$ cat src/rtl/mnist_pkg.sv
// Shared types and helpers for the MNIST fully-connected layer engine.
package mnist_pkg;

    localparam int DATA_W_DEF = 8;
    localparam int BIAS_W_DEF = 16;
    localparam int ACC_W_DEF  = 32;

    typedef enum logic [2:0] {
        IDLE,
        LOAD,
        MAC,
        DRAIN,
        EMIT,
        DONE
    } state_t;

    function automatic logic signed [ACC_W_DEF-1:0] relu(input logic signed [ACC_W_DEF-1:0] x);
        return x[ACC_W_DEF-1] ? '0 : x;
    endfunction

endpackage

$ cat src/rtl/mnist_mac_unit.sv
// Multiply-accumulate datapath: loads the bias, then adds pixel*weight products.
module mnist_mac_unit #(
    parameter int DATA_W = 8,
    parameter int BIAS_W = 16,
    parameter int ACC_W  = 32
) (
    input  logic                     clock,
    input  logic                     reset,
    input  logic                     load_bias,
    input  logic                     acc_en,
    input  logic signed [BIAS_W-1:0] bias,
    input  logic        [DATA_W-1:0] pixel,
    input  logic signed [DATA_W-1:0] weight,
    output logic signed [ACC_W-1:0]  acc
);

    // Pixel is unsigned, so it gets a zero sign bit before the signed multiply.
    logic signed [2*DATA_W:0] prod;

    assign prod = $signed({1'b0, pixel}) * weight;

    always_ff @(posedge clock) begin
        if (reset) begin
            acc <= '0;
        end else if (load_bias) begin
            acc <= {{(ACC_W-BIAS_W){bias[BIAS_W-1]}}, bias};
        end else if (acc_en) begin
            acc <= acc + {{(ACC_W-2*DATA_W-1){prod[2*DATA_W]}}, prod};
        end
    end

endmodule

$ cat src/rtl/mnist_dense_layer.sv
// Dense layer engine: per-neuron bias + dot product, ReLU, streamed results and argmax.
module mnist_dense_layer
    import mnist_pkg::*;
#(
    parameter int N_IN   = 784,
    parameter int N_OUT  = 10,
    parameter int DATA_W = DATA_W_DEF,
    parameter int BIAS_W = BIAS_W_DEF,
    parameter int ACC_W  = ACC_W_DEF,
    localparam int IW    = (N_IN > 1) ? $clog2(N_IN) : 1,
    localparam int OW    = (N_OUT > 1) ? $clog2(N_OUT) : 1,
    localparam int WW    = $clog2(N_IN*N_OUT)
) (
    input  logic              ACLK,
    input  logic              ARESET,
    input  logic              start,
    output logic              busy,
    output logic              done,
    output logic [IW-1:0]     in_addr,
    input  logic [DATA_W-1:0] in_rdata,
    output logic [WW-1:0]     w_addr,
    input  logic [DATA_W-1:0] w_rdata,
    output logic [OW-1:0]     b_addr,
    input  logic [BIAS_W-1:0] b_rdata,
    output logic              out_valid,
    output logic [OW-1:0]     out_idx,
    output logic [ACC_W-1:0]  out_value,
    output logic [OW-1:0]     class_idx,
    output logic              class_valid
);

    localparam logic [IW-1:0] J_LAST = IW'(N_IN-1);
    localparam logic [OW-1:0] N_LAST = OW'(N_OUT-1);

    state_t state, state_nx;

    logic        [IW-1:0]    j;
    logic        [OW-1:0]    n;
    logic signed [ACC_W-1:0] acc;
    logic signed [ACC_W-1:0] acc_relu;
    logic signed [ACC_W-1:0] best;
    logic        [OW-1:0]    best_idx;
    logic        [WW-1:0]    w_addr_c;
    logic        [IW-1:0]    in_addr_q;
    logic        [WW-1:0]    w_addr_q;
    logic        [OW-1:0]    b_addr_q;
    logic        [OW-1:0]    out_idx_q;
    logic        [ACC_W-1:0] out_value_q;
    logic                    class_valid_q;
    logic                    load_bias;
    logic                    acc_en;

    assign acc_relu = relu(acc);
    assign w_addr_c = WW'(n) * WW'(N_IN) + WW'(j);

    // Bias arrives with MAC j=0; each later MAC cycle and DRAIN add the previous request's product.
    assign load_bias = (state == MAC) && (j == '0);
    assign acc_en    = ((state == MAC) && (j != '0)) || (state == DRAIN);

    mnist_mac_unit #(
        .DATA_W (DATA_W),
        .BIAS_W (BIAS_W),
        .ACC_W  (ACC_W)
    ) u_mac (
        .clock     (ACLK),
        .reset     (ARESET),
        .load_bias (load_bias),
        .acc_en    (acc_en),
        .bias      ($signed(b_rdata)),
        .pixel     (in_rdata),
        .weight    ($signed(w_rdata)),
        .acc       (acc)
    );

    always_ff @(posedge ACLK) begin
        if (ARESET) begin
            state <= IDLE;
        end else begin
            state <= state_nx;
        end
    end

    always_comb begin
        state_nx = state;
        case (state)
            IDLE:    if (start) state_nx = LOAD;
            LOAD:    state_nx = MAC;
            MAC:     if (j == J_LAST) state_nx = DRAIN;
            DRAIN:   state_nx = EMIT;
            EMIT:    state_nx = (n == N_LAST) ? DONE : LOAD;
            DONE:    state_nx = IDLE;
            default: state_nx = IDLE;
        endcase
    end

    // Counters, held address/result registers and the running argmax (ties keep the lower index).
    always_ff @(posedge ACLK) begin
        if (ARESET) begin
            j             <= '0;
            n             <= '0;
            best          <= '0;
            best_idx      <= '0;
            in_addr_q     <= '0;
            w_addr_q      <= '0;
            b_addr_q      <= '0;
            out_idx_q     <= '0;
            out_value_q   <= '0;
            class_valid_q <= 1'b0;
        end else begin
            case (state)
                IDLE: begin
                    if (start) begin
                        n             <= '0;
                        best          <= '0;
                        best_idx      <= '0;
                        class_valid_q <= 1'b0;
                    end
                end
                LOAD: begin
                    j        <= '0;
                    b_addr_q <= n;
                end
                MAC: begin
                    in_addr_q <= j;
                    w_addr_q  <= w_addr_c;
                    j         <= j + IW'(1);
                end
                EMIT: begin
                    out_idx_q   <= n;
                    out_value_q <= acc_relu;
                    if ((n == '0) || (acc_relu > best)) begin
                        best     <= acc_relu;
                        best_idx <= n;
                    end
                    if (n != N_LAST) begin
                        n <= n + OW'(1);
                    end
                end
                DONE: class_valid_q <= 1'b1;
                default: ;
            endcase
        end
    end

    assign busy        = (state != IDLE);
    assign done        = (state == DONE);
    assign out_valid   = (state == EMIT);
    assign in_addr     = (state == MAC)  ? j        : in_addr_q;
    assign w_addr      = (state == MAC)  ? w_addr_c : w_addr_q;
    assign b_addr      = (state == LOAD) ? n        : b_addr_q;
    assign out_idx     = (state == EMIT) ? n        : out_idx_q;
    assign out_value   = (state == EMIT) ? acc_relu : out_value_q;
    assign class_idx   = best_idx;
    assign class_valid = class_valid_q | done;

endmodule

$ cat config.mk
export PLATFORM = sky130hd
export DESIGN_NAME = mnist_dense_layer
export DESIGN_NICKNAME = d
export VERILOG_FILES = /design/src/rtl/mnist_pkg.sv /design/src/rtl/mnist_mac_unit.sv /design/src/rtl/mnist_dense_layer.sv
export SDC_FILE = /design/constraint.sdc
export NUM_CORES = 1
export LEC_CHECK = 0
export ABC_AREA = 0
export ABC_CLOCK_PERIOD_IN_PS = 19300
export CAP_MARGIN = 20
export CORE_MARGIN = 3
export CORE_UTILIZATION = 61
export DETAILED_ROUTE_END_ITERATION = 8
export PLACE_DENSITY = 0.87
export SKIP_CTS_REPAIR_TIMING = 1
export SLEW_MARGIN = 20
export SYNTH_ARGS = -nofsm -noshare
export SYNTH_HDL_FRONTEND = slang
export SYNTH_HIERARCHICAL = 1
export SYNTH_SLANG_ARGS = --single-unit
export TNS_END_PERCENT = 20
$ cat constraint.sdc
create_clock -name ACLK -period 19.3 [get_ports ACLK]
set_clock_uncertainty 0.2 [all_clocks]
set_input_delay 2.895 -clock ACLK [delete_from_list [all_inputs] [get_ports ACLK]]
set_output_delay 2.895 -clock ACLK [all_outputs]
set_load 0.02 [all_outputs]
==> metrics <==
post-route fraction of the period consumed by the critical path=50.1%; post-synthesis sequential area ratio=26.6%; Main synth FF type=sky130_fd_sc_hd__dfxtp_1; critical path's largest stage delay=640 ps; commonest cells after routing, fill and taps aside=sky130_fd_sc_hd__inv_1 (148), sky130_fd_sc_hd__dfxtp_1 (148), sky130_fd_sc_hd__nand2_1 (143); synth unique cells=76; arrival time at the worst endpoint=9780 ps; placement row count=48; Filler Cells Inserted=1296; top cells by area, synth=sky130_fd_sc_hd__dfxtp_1 (27%), sky130_fd_sc_hd__ha_1 (13%), sky130_fd_sc_hd__fa_1 (7.0%), sky130_fd_sc_hd__inv_1 (5.0%), sky130_fd_sc_hd__nand2_1 (4.9%); Clock Latency Late Sink=430 ps; setup repair after global routing missed its margin=false; starting density of the core=63.2%; first-pass GRT wire length=44.1 mm; via total after detailed routing=9534; routability congestion estimate from global placement=0.903; standard cell with the maximum stage delay on the critical path=sky130_fd_sc_hd__clkdlybuf4s50_1; worst-margin pin slew=1050 ps; flop and latch count out of synthesis=148; static leakage=5.65 nW; IO Count=106; syn_nets=1521; Max Clk Rate=104 MHz; area growth from synthesis to layout=15.3%; number of global-route vias before repair=9323; Total Routed Length=26.3 mm; Maximum Capacitance Violations=0; Avg WL per Cell=16.0 µm; min Tclk post-route=9660 ps; peak ir drop on the vdd network=0.0744 mV; number of buffers created by CTS=17; Avg Inst Size Synth=8.37 µm²; final-stage net count=1597; proportion of register bits with asynchronous set or reset after synthesis=0%; Hold WS=263 ps; Clock Sink Count=148; element type at the critical path start=primary input; estimated wirelength of the detail-placed design=18.8 mm; total count of hold-check failures in the final report=0; die area=19900 µm²; total number of yosys warnings=6; DRC violation count after routing=0; critical path's top delay family=adder cells; Critical Path Fanout Max=8; ant diodes=0; Pins Over Slew Limit=0; Detail Route Antenna Nets=0; critical path class=primary input to flop; CP Buf/Inv Count=5; power per unit of standard cell area=94.2 nW/µm²; number of detailed-route iterations in the first pass=7; clock transition at the registers of the reported paths=60 ps; accumulated negative setup slack=0 ps; Synth area leader=sky130_fd_sc_hd__dfxtp_1; result of the run=finished clean; chip width=141 µm; depth of the CTS H-tree=4; Starting DRT DRC Count=724; GRT Util Overall=26.5%; Setup violations, final=0; class of the tightest hold or removal check=flop to flop; TritonCTS clock tree=yes; share of Yosys cell area claimed by the top area cell type=26.6%; antenna violations before repair=0; critical path data required time=19420 ps; Post-Syn Area=11100 µm²; maximum buffer depth of the clock tree=2; Max transition margin=30.1%; core footprint=17600 µm²; cell count after synthesis=1328; height of the die=141 µm; via density per instance=5.81; fraction of layout instances using a drive strength above 1=7.20%; Critical Path End Type=flop; largest net degree at the start of global routing=62; overflow left after global routing=0; count of flip-flops with a built-in enable after synthesis=0; Clock Tree Root=sky130_fd_sc_hd__clkbuf_16; number of port buffers=105
==> cell usage after synthesis, types with 36 or more instances <==
master	n
sky130_fd_sc_hd__dfxtp_1	148
sky130_fd_sc_hd__inv_1	148
sky130_fd_sc_hd__nand2_1	144
sky130_fd_sc_hd__ha_1	119
sky130_fd_sc_hd__a21oi_1	99
sky130_fd_sc_hd__nor2_1	72
sky130_fd_sc_hd__o21ai_0	67
sky130_fd_sc_hd__nor2b_1	57
sky130_fd_sc_hd__and2_1	45
sky130_fd_sc_hd__fa_1	39
sky130_fd_sc_hd__nand2b_1	39
sky130_fd_sc_hd__clkbuf_1	36
==> path summary, 6_finish.rpt <==
path	endpoint	cells after the start	start	slack (ps)
max	u_mac/acc[31]	27	in_rdata[1]	9640
min reg2reg	in_addr_q[6]	2	in_addr_q[6]	260
max reg2reg	class_idx[0]	10	u_mac/acc[31]	14730
min	in_addr_q[6]	2	in_addr_q[6]	260
==> cell type report <==
cell class | count | area, µm² | area share [%]
multi-input combinational | 977 | 7260 | 56.7
sequential | 148 | 2960 | 23.1
timing repair buffer | 112 | 1110 | 8.69
inverter | 148 | 556 | 4.33
clock buffer | 19 | 443 | 3.46
tap | 225 | 282 | 2.20
clock inverter | 13 | 199 | 1.55
==> worst reg2reg max path, delay by kind of cell, from the launching register on <==
family                   cells  cell delay, ps
AO/OA/AOI/OAI                4            1680
AND/OR/NAND/NOR              4            1110
flip-flops                   1             990
adder cells (fa/ha/maj)      1             340
buffers and inverters        1              80
==> stage by stage <==
step / util, % / power, W / instance area [µm²] / worst slack, ps / instances
after global placement: 69.1 / 0.000821 / 12200 / 9460 / 1609
final: 72.9 / 0.00121 / 12800 / 9640 / 1642
after detailed placement: 69.2 / 0.000838 / 12200 / 9210 / 1610
after floorplan: - / 0.000743 / 11100 / 9910 / 1328
after global routing: 72.9 / 0.00128 / 12800 / 9190 / 1642
after CTS: 72.8 / 0.00120 / 12800 / 9670 / 1642
==> metal layers <==
metal | global-route usage (%) | vias to the layer above | wire length, µm
met3 | 3.73 | 55 | 1600
met5 | 0 | - | 0
met1 | 33.9 | 4501 | 11200
li1 | - | 4658 | -
met4 | 8.67 | 0 | 580
met2 | 46.0 | 320 | 12900
==> flip-flops by register name, summed over array words and instances (netlist names) <==
signal / cells
out_value_q: 32
u_mac/acc: 32
best: 31
w_addr_q: 13
in_addr_q: 10
j: 10
b_addr_q: 4
class_idx: 4
n: 4
out_idx_q: 4
state: 3
class_valid_q: 1
==> power breakdown <==
| part | internal [W] | leakage, nW | switching [W] |
|---|---|---|---|
| clock | 0.000222 | 0.306 | 0.000137 |
| combinational | 0.000220 | 4.14 | 0.000299 |
| sequential | 0.000315 | 1.20 | 0.0000132 |
| total | 0.000758 | 5.65 | 0.000449 |
==> kinds of logic after synthesis <==
| family | after synthesis | share of synthesized area (%) |
|---|---|---|
| buffers and inverters | 203 | 8.23 |
| AO/OA/AOI/OAI | 303 | 18.6 |
| AND/OR/NAND/NOR | 453 | 20.9 |
| flip-flops | 148 | 26.6 |
| XOR/XNOR | 45 | 3.54 |
| multiplexers | 18 | 1.68 |
| adder cells (fa/ha/maj) | 158 | 20.4 |
(Power assumes the default switching activity.)
